File: src/rtl/uart_pkg.sv
// uart_pkg: shared state encodings and parity helper for uart_buffered.
// Words up to 9 bits are zero-extended before the parity reduction.
package uart_pkg;

  typedef enum logic [2:0] {
    TX_IDLE,
    TX_START,
    TX_DATA,
    TX_PARITY,
    TX_STOP
  } tx_state_t;

  typedef enum logic [2:0] {
    RX_IDLE,
    RX_START,
    RX_DATA,
    RX_PARITY,
    RX_STOP
  } rx_state_t;

  localparam int MAX_WORD = 9;

  function automatic logic parity_calc(
    input logic [MAX_WORD-1:0] d,
    input logic                odd
  );
    return (^d) ^ odd;
  endfunction

endpackage

File: src/rtl/uart_buffered_if.sv
// uart_buffered_if: valid/ready word handshake bundle.
// master drives valid/data, slave answers with ready.
interface uart_buffered_if #(
  parameter int W = 8
);
  logic         valid;
  logic         ready;
  logic [W-1:0] data;

  modport master (
    output valid,
    output data,
    input  ready
  );

  modport slave (
    input  valid,
    input  data,
    output ready
  );
endinterface

File: src/rtl/uart_fifo.sv
// uart_fifo: synchronous TX word FIFO, registered full/empty flags.
// Push side is a slave handshake, pop side a master handshake.
module uart_fifo #(
  parameter int WORD_SIZE = 8,
  parameter int TX_DEPTH  = 4
) (
  input  logic             clk,
  input  logic             rstn,
  uart_buffered_if.slave   i_push,
  uart_buffered_if.master  o_pop
);
  localparam int AW = $clog2(TX_DEPTH);
  localparam logic [AW:0] FULL_CNT = (AW+1)'(TX_DEPTH);

  logic [WORD_SIZE-1:0] r_mem [TX_DEPTH];
  logic [AW-1:0]        r_wp;
  logic [AW-1:0]        r_rp;
  logic [AW:0]          r_cnt;
  logic                 r_full;
  logic                 r_empty;
  logic                 w_wr;
  logic                 w_rd;
  logic [AW:0]          w_cnt_nx;

  assign w_wr = i_push.valid && !r_full;
  assign w_rd = o_pop.ready && !r_empty;

  assign i_push.ready = !r_full;
  assign o_pop.valid  = !r_empty;
  assign o_pop.data   = r_mem[r_rp];

  assign w_cnt_nx = r_cnt
                  + {{AW{1'b0}}, w_wr}
                  - {{AW{1'b0}}, w_rd};

  always_ff @(posedge clk) begin
    if (w_wr) r_mem[r_wp] <= i_push.data;
  end

  always_ff @(posedge clk or negedge rstn) begin
    if (!rstn) begin
      r_wp    <= '0;
      r_rp    <= '0;
      r_cnt   <= '0;
      r_full  <= 1'b0;
      r_empty <= 1'b1;
    end else begin
      if (w_wr) r_wp <= r_wp + 1'b1;
      if (w_rd) r_rp <= r_rp + 1'b1;
      r_cnt   <= w_cnt_nx;
      r_full  <= (w_cnt_nx == FULL_CNT);
      r_empty <= (w_cnt_nx == '0);
    end
  end

endmodule

File: src/rtl/uart_buffered.sv
// uart_buffered: UART with TX FIFO and independent RX with valid/ready.
// Define UART_PARITY_EN to add a parity bit after the data bits.
module uart_buffered
  import uart_pkg::*;
#(
  parameter int WORD_SIZE   = 8,
  parameter int PULSE_WIDTH = 4,
  parameter int TX_DEPTH    = 4,
  parameter int PARITY_ODD  = 0
) (
  input  logic                 clk,
  input  logic                 rstn,
  input  logic                 send_valid,
  input  logic [WORD_SIZE-1:0] data_bits_tx,
  output logic                 tx_ready,
  output logic                 tx,
  input  logic                 rx,
  output logic [WORD_SIZE-1:0] data_bits_rx,
  output logic                 rx_valid,
  input  logic                 rx_ready,
  output logic                 rx_overrun,
  output logic                 rx_frame_err,
  output logic                 rx_parity_err
);

`ifdef UART_PARITY_EN
  localparam logic PAR_EN = 1'b1;
`else
  localparam logic PAR_EN = 1'b0;
`endif

  localparam int CW = $clog2(PULSE_WIDTH);
  localparam int IW = $clog2(WORD_SIZE);
  localparam logic [CW-1:0] C_LAST = CW'(PULSE_WIDTH - 1);
  localparam logic [CW-1:0] C_HALF = CW'(PULSE_WIDTH / 2 - 1);
  localparam logic [IW-1:0] I_LAST = IW'(WORD_SIZE - 1);
  localparam logic          P_ODD  = 1'(PARITY_ODD);

  uart_buffered_if #(.W(WORD_SIZE)) w_push ();
  uart_buffered_if #(.W(WORD_SIZE)) w_pop ();

  logic w_tx_pop;

  assign w_push.valid = send_valid;
  assign w_push.data  = data_bits_tx;
  assign tx_ready     = w_push.ready;
  assign w_pop.ready  = w_tx_pop;

  uart_fifo #(
    .WORD_SIZE (WORD_SIZE),
    .TX_DEPTH  (TX_DEPTH)
  ) u_fifo (
    .clk    (clk),
    .rstn   (rstn),
    .i_push (w_push),
    .o_pop  (w_pop)
  );

  tx_state_t            r_tx_st;
  tx_state_t            w_tx_nx;
  logic [CW-1:0]        r_tx_cnt;
  logic [IW-1:0]        r_tx_idx;
  logic [WORD_SIZE-1:0] r_tx_sh;
  logic                 r_tx_par;
  logic                 r_tx;
  logic                 w_tx_end;
  logic                 w_tx_bit;

  assign w_tx_end = (r_tx_cnt == C_LAST);
  assign tx       = r_tx;

  always_comb begin
    w_tx_nx  = r_tx_st;
    w_tx_pop = 1'b0;
    w_tx_bit = 1'b1;
    unique case (r_tx_st)
      TX_IDLE: begin
        if (w_pop.valid) begin
          w_tx_pop = 1'b1;
          w_tx_nx  = TX_START;
        end
      end
      TX_START: begin
        w_tx_bit = 1'b0;
        if (w_tx_end) w_tx_nx = TX_DATA;
      end
      TX_DATA: begin
        w_tx_bit = r_tx_sh[0];
        if (w_tx_end && r_tx_idx == I_LAST) begin
          if (PAR_EN) w_tx_nx = TX_PARITY;
          else        w_tx_nx = TX_STOP;
        end
      end
      TX_PARITY: begin
        w_tx_bit = r_tx_par;
        if (w_tx_end) w_tx_nx = TX_STOP;
      end
      TX_STOP: begin
        // chain straight into the next start bit when a word waits
        if (w_tx_end) begin
          if (w_pop.valid) begin
            w_tx_pop = 1'b1;
            w_tx_nx  = TX_START;
          end else begin
            w_tx_nx = TX_IDLE;
          end
        end
      end
      default: w_tx_nx = TX_IDLE;
    endcase
  end

  always_ff @(posedge clk or negedge rstn) begin
    if (!rstn) begin
      r_tx_st  <= TX_IDLE;
      r_tx_cnt <= '0;
      r_tx_idx <= '0;
      r_tx_sh  <= '0;
      r_tx_par <= 1'b0;
      r_tx     <= 1'b1;
    end else begin
      r_tx_st <= w_tx_nx;
      r_tx    <= w_tx_bit;
      if (w_tx_pop || r_tx_st == TX_IDLE || w_tx_end)
        r_tx_cnt <= '0;
      else
        r_tx_cnt <= r_tx_cnt + 1'b1;
      if (w_tx_pop) begin
        r_tx_sh  <= w_pop.data;
        r_tx_par <= parity_calc(MAX_WORD'(w_pop.data), P_ODD);
        r_tx_idx <= '0;
      end else if (r_tx_st == TX_DATA && w_tx_end) begin
        r_tx_sh  <= r_tx_sh >> 1;
        r_tx_idx <= r_tx_idx + 1'b1;
      end
    end
  end

  rx_state_t            r_rx_st;
  rx_state_t            w_rx_nx;
  logic                 r_rx_s1;
  logic                 r_rx_s2;
  logic                 r_rx_prev;
  logic [CW-1:0]        r_rx_cnt;
  logic [IW-1:0]        r_rx_idx;
  logic [WORD_SIZE-1:0] r_rx_sh;
  logic                 r_rx_par;
  logic [WORD_SIZE-1:0] r_rx_data;
  logic                 r_rx_valid;
  logic                 r_ovr;
  logic                 r_ferr;
  logic                 r_perr;
  logic                 w_rx_end;
  logic                 w_bit_smp;
  logic                 w_par_smp;
  logic                 w_done;
  logic                 w_ferr;
  logic                 w_perr;
  logic                 w_hold;

  assign w_rx_end = (r_rx_cnt == C_LAST);
  assign w_hold   = r_rx_valid && !rx_ready;

  always_comb begin
    w_rx_nx   = r_rx_st;
    w_bit_smp = 1'b0;
    w_par_smp = 1'b0;
    w_done    = 1'b0;
    w_ferr    = 1'b0;
    w_perr    = 1'b0;
    unique case (r_rx_st)
      RX_IDLE: begin
        if (r_rx_prev && !r_rx_s2) w_rx_nx = RX_START;
      end
      RX_START: begin
        // mid start bit: high means a glitch, drop silently
        if (r_rx_cnt == C_HALF) begin
          if (r_rx_s2) w_rx_nx = RX_IDLE;
          else         w_rx_nx = RX_DATA;
        end
      end
      RX_DATA: begin
        if (w_rx_end) begin
          w_bit_smp = 1'b1;
          if (r_rx_idx == I_LAST) begin
            if (PAR_EN) w_rx_nx = RX_PARITY;
            else        w_rx_nx = RX_STOP;
          end
        end
      end
      RX_PARITY: begin
        if (w_rx_end) begin
          w_par_smp = 1'b1;
          w_rx_nx   = RX_STOP;
        end
      end
      RX_STOP: begin
        if (w_rx_end) begin
          w_rx_nx = RX_IDLE;
          w_ferr  = !r_rx_s2;
          w_perr  = PAR_EN &&
                    (r_rx_par !=
                     parity_calc(MAX_WORD'(r_rx_sh), P_ODD));
          w_done  = !w_ferr && !w_perr;
        end
      end
      default: w_rx_nx = RX_IDLE;
    endcase
  end

  always_ff @(posedge clk or negedge rstn) begin
    if (!rstn) begin
      r_rx_s1    <= 1'b1;
      r_rx_s2    <= 1'b1;
      r_rx_prev  <= 1'b1;
      r_rx_st    <= RX_IDLE;
      r_rx_cnt   <= '0;
      r_rx_idx   <= '0;
      r_rx_sh    <= '0;
      r_rx_par   <= 1'b0;
      r_rx_data  <= '0;
      r_rx_valid <= 1'b0;
      r_ovr      <= 1'b0;
      r_ferr     <= 1'b0;
      r_perr     <= 1'b0;
    end else begin
      r_rx_s1   <= rx;
      r_rx_s2   <= r_rx_s1;
      r_rx_prev <= r_rx_s2;
      r_rx_st   <= w_rx_nx;
      if (r_rx_st == RX_IDLE || w_rx_nx != r_rx_st || w_rx_end)
        r_rx_cnt <= '0;
      else
        r_rx_cnt <= r_rx_cnt + 1'b1;
      if (w_bit_smp) begin
        r_rx_sh  <= {r_rx_s2, r_rx_sh[WORD_SIZE-1:1]};
        r_rx_idx <= r_rx_idx + 1'b1;
      end else if (r_rx_st != RX_DATA) begin
        r_rx_idx <= '0;
      end
      if (w_par_smp) r_rx_par <= r_rx_s2;
      r_ferr <= w_ferr;
      r_perr <= w_perr;
      r_ovr  <= w_done && w_hold;
      // an unconsumed word wins over a newly completed one
      if (w_done && !w_hold) begin
        r_rx_data  <= r_rx_sh;
        r_rx_valid <= 1'b1;
      end else if (r_rx_valid && rx_ready) begin
        r_rx_valid <= 1'b0;
      end
    end
  end

  assign data_bits_rx  = r_rx_data;
  assign rx_valid      = r_rx_valid;
  assign rx_overrun    = r_ovr;
  assign rx_frame_err  = r_ferr;
  assign rx_parity_err = PAR_EN ? r_perr : 1'b0;

endmodule

File: config.mk
export PLATFORM = sky130hd
export DESIGN_NAME = uart_buffered
export DESIGN_NICKNAME = d
export VERILOG_FILES = /design/src/rtl/uart_pkg.sv /design/src/rtl/uart_buffered_if.sv /design/src/rtl/uart_fifo.sv /design/src/rtl/uart_buffered.sv
export SDC_FILE = /design/constraint.sdc
export NUM_CORES = 1
export LEC_CHECK = 0
export CORE_ASPECT_RATIO = 0.7
export CORE_MARGIN = 2
export CORE_UTILIZATION = 33
export CTS_CLUSTER_SIZE = 12
export DETAILED_ROUTE_END_ITERATION = 8
export PLACE_DENSITY = 0.57
export RECOVER_POWER = 100
export SLEW_MARGIN = 20
export SYNTH_ARGS = -nofsm -noshare
export SYNTH_HDL_FRONTEND = slang
export SYNTH_SLANG_ARGS = --single-unit
File: constraint.sdc
create_clock -name clk -period 2.85 [get_ports clk]
set_input_delay 0.4275 -clock clk [delete_from_list [all_inputs] [get_ports clk]]
set_output_delay 0.4275 -clock clk [all_outputs]
set_load 0.005 [all_outputs]
==> flow_summary_export.csv <==
group,metric,value,unit
status,status,"completed",
worst_setup_path,arrival,2.68,ns
clock_network,clockRootBuffer,"clkbuf_16",
power,p_per_area,959,mW/mm²
detailed_routing,wl_per_cell,13.4,µm
synthesis,synth_top_family_by_area,"multiplexers",
sta,rsz0062_at_grt,"false",
detailed_routing,detail_route.iter0.violations,111,
synthesis,ys_types,38,
detailed_routing,num_vias,1967,
layout,final_common_cell,"dfrtp_1",
global_routing,grt_overflow,0,
clock_network,cts.sinks,89,
sta,finalWorstSetupSlack,0.418,ns
worst_setup_path,cp.required,3.10,ns
power,p_leak,1.82,nW
floorplanning,fp.dieW,130,µm
layout,nets,312,
floorplanning,core_area,0.0109,mm²
layout,post-route-cell-area,0.00433,mm²
sta,final_max_slew_viol_count,0,
detailed_routing,wl_met2,2.68,mm
worst_setup_path,path_class,"flip-flop to flip-flop",
synthesis,synthMuxAreaShare,10.7,%
sta,clock.fmax,0.411,GHz
power,ir_worst_vdd,431,µV
clock_network,cts-htree-levels,3,
clock_network,clk_latency,0.34,ns
synthesis,synth_top_area_share,35.5,%
sta,period_needed,2.43,ns
sta,finalCritPeriodShare,85.3,%
synthesis,synth_top_area_cell,"dfrtp_1",
sta,worst_pin_slew,1.38,ns
layout,drive_above_1_share,16.2,%
sta,finalHoldViolations,0,
floorplanning,die-area,0.0120,mm²
worst_setup_path,endpoint_kind,"flip-flop",
global_routing,antenna_found_initial,0,
sta,hold_slack,0.372,ns
clock_network,path_clk_slew,0.06,ns
detailed_routing,dr.pass1.iters,4,
global_routing,grt_pass1_wl,10.4,mm
clock_network,cts_buffer_depth,2,
clock_network,cts_resized,0,
global_routing,grtUsageTotal,11.4,%
detailed_routing,routed_via_density,4.44,
detailed_routing,dr_wl_met3,200,µm
detailed_routing,wl_met1,2.95,mm
floorplanning,io_pins,27,
synthesis,syn_area,0.00366,mm²
detailed_routing,wirelength,5.92,mm
layout,mostFrequentLayoutCells,"dfrtp_1 (52), edfxtp_1 (32), dlygate4sd3_1 (23)",
synthesis,synthSimpleGateAreaFrac,8.88,%
synthesis,synth_xor_area_share,3.11,%
place,portBuffers,25,
place,gp_congestion,0.737,
synthesis,postSynth.asyncResetShare,64.0,%
clock_network,postCtsHoldBufs,0,
detailed_routing,top_layer,"met4",
sta,finalClockSkew,0.0100,ns
synthesis,yosysSeqAreaShare,65.4,%
clock_network,cts_tree,"done",
sta,finalSetupTns,0,ns
synthesis,synth_edf_count,32,
detailed_routing,drtAntennaViolNets,0,
floorplanning,die_h,92.1,µm
place,pre_cts_ws,0.450,ns
global_routing,grt_pass1_vias,2052,
synthesis,syn_inst,254,
worst_setup_path,worstSetupStartpointType,"flip-flop",
place,dp_hpwl,3.93,mm
synthesis,syn_area_per_cell,14.4,µm²
synthesis,yosys_warnings,0,
sta,setup_viol,0,
clock_network,cts_made_buffers,9,
layout,n_antenna_cell,0,
synthesis,synth_fa_ha_area_share,4.99,%
sta,relSlewSlack,8.07,%
global_routing,grt_max_degree,58,
synthesis,synth_area_leaders,"dfrtp_1 (36%), edfxtp_1 (26%), mux2_2 (5.2%)",
floorplanning,floorplan.initialDensity,33.5,%
place,dpl-instance-area,0.00408,mm²
synthesis,ys_seq_elements,89,
floorplanning,fp-row-count,32,
layout,area_growth,18.3,%
synthesis,synthFlopType,"dfrtp_1",
run,max-cap-violations,0,
synthesis,syn_nets,281,
hold_path,worstHoldPathType,"flip-flop to flip-flop",
synthesis,synth_compound_area_share,4.34,%
detailed_routing,post-route-drc-count,0,
power,p_total,4.16,mW
worst_setup_path,path_max_fanout,7,
clock_network,postCtsSetupBuffers,0,
[worst max-delay path, cell delays in order, from the launching register on]
cell	delay [ns]
dfrtp_1	0.35
ha_1	0.28
nor2b_1	0.10
nor4_1	0.28
ha_1	0.29
inv_1	0.06
ha_1	0.12
inv_1	0.05
fa_1	0.38
xnor2_1	0.23
nor3b_1	0.21
[cell type report]
class	instances	area [µm²]
clock buffers	11	243
clock inverters	5	37.5
fillers	1015	6600
inverters	12	45.0
multi-input cells	144	1160
flip-flops and latches	89	2390
well taps	153	191
repair buffers	29	265
[final timing paths]
kind | from | to | slack (ns) | depth (start not counted)
setup / recovery | r_tx_cnt[0] | u_fifo.r_full | 0.42 | 10
max in group asynchronous | rstn | data_bits_rx[4] | 1.54 | 2
min in group asynchronous | rstn | rx_valid | 0.49 | 2
hold reg to reg | r_rx_s1 | r_rx_s2 | 0.37 | 0
hold / removal | r_rx_s1 | r_rx_s2 | 0.37 | 0
setup reg to reg | r_tx_cnt[0] | u_fifo.r_full | 0.42 | 10
[power breakdown]
part / total [mW] / switching (mW) / internal [mW]
Sequential: 1.88 / 0.234 / 1.65
Combinational: 1.16 / 0.583 / 0.580
Clock: 1.11 / 0.488 / 0.621
[logic make-up after synthesis]
kind of cell | after synthesis
buffers and inverters | 21
flip-flops | 89
adder cells (fa/ha/maj) | 14
AO/OA/AOI/OAI | 25
other | 1
AND/OR/NAND/NOR | 64
XOR/XNOR | 13
multiplexers | 27
[state kept, by name (all words and copies together), names as in the netlist, 2 cells and up]
name and flops:
u_fifo.r_wp 2, r_rx_idx 3, r_tx_st 3, r_rx_st 3, u_fifo.r_cnt 3, u_fifo.r_rp 2
r_tx_cnt 2, data_bits_rx 8, r_rx_cnt 2, r_tx_idx 3, r_rx_sh 8, u_fifo.r_mem 32
r_tx_sh 8
[through the flow]
stage / instances / util [%]
floorplan: 254 / -
global placement: 427 / 37.3
detailed placement: 427 / 37.3
CTS: 443 / 39.9
global route: 443 / 39.7
finish: 443 / 39.7
[per-layer routing]
| layer | up-vias | track usage [%] |
|---|---|---|
| met5 | - | 0 |
| met4 | 0 | 4.57 |
| met3 | 8 | 4.03 |
| met2 | 23 | 16.8 |
| met1 | 980 | 15.3 |
| li1 | 956 | - |
[synthesized netlist by cell type (2+ instances only)]
| library cell | count |
|---|---|
| a21oi_1 | 6 |
| nor2_1 | 15 |
| mux2_2 | 17 |
| nor3b_1 | 5 |
| inv_1 | 12 |
| mux2i_1 | 2 |
| nor3_1 | 4 |
| o21ai_0 | 7 |
| clkbuf_1 | 5 |
| nand2_1 | 22 |
| a22oi_1 | 7 |
| mux4_2 | 8 |
| nor2b_1 | 2 |
| ha_1 | 13 |
| and2_1 | 4 |
| dfstp_2 | 5 |
| edfxtp_1 | 32 |
| xnor2_1 | 12 |
| nand2b_1 | 6 |
| dfrtp_1 | 52 |
(Power assumes the default switching activity.)
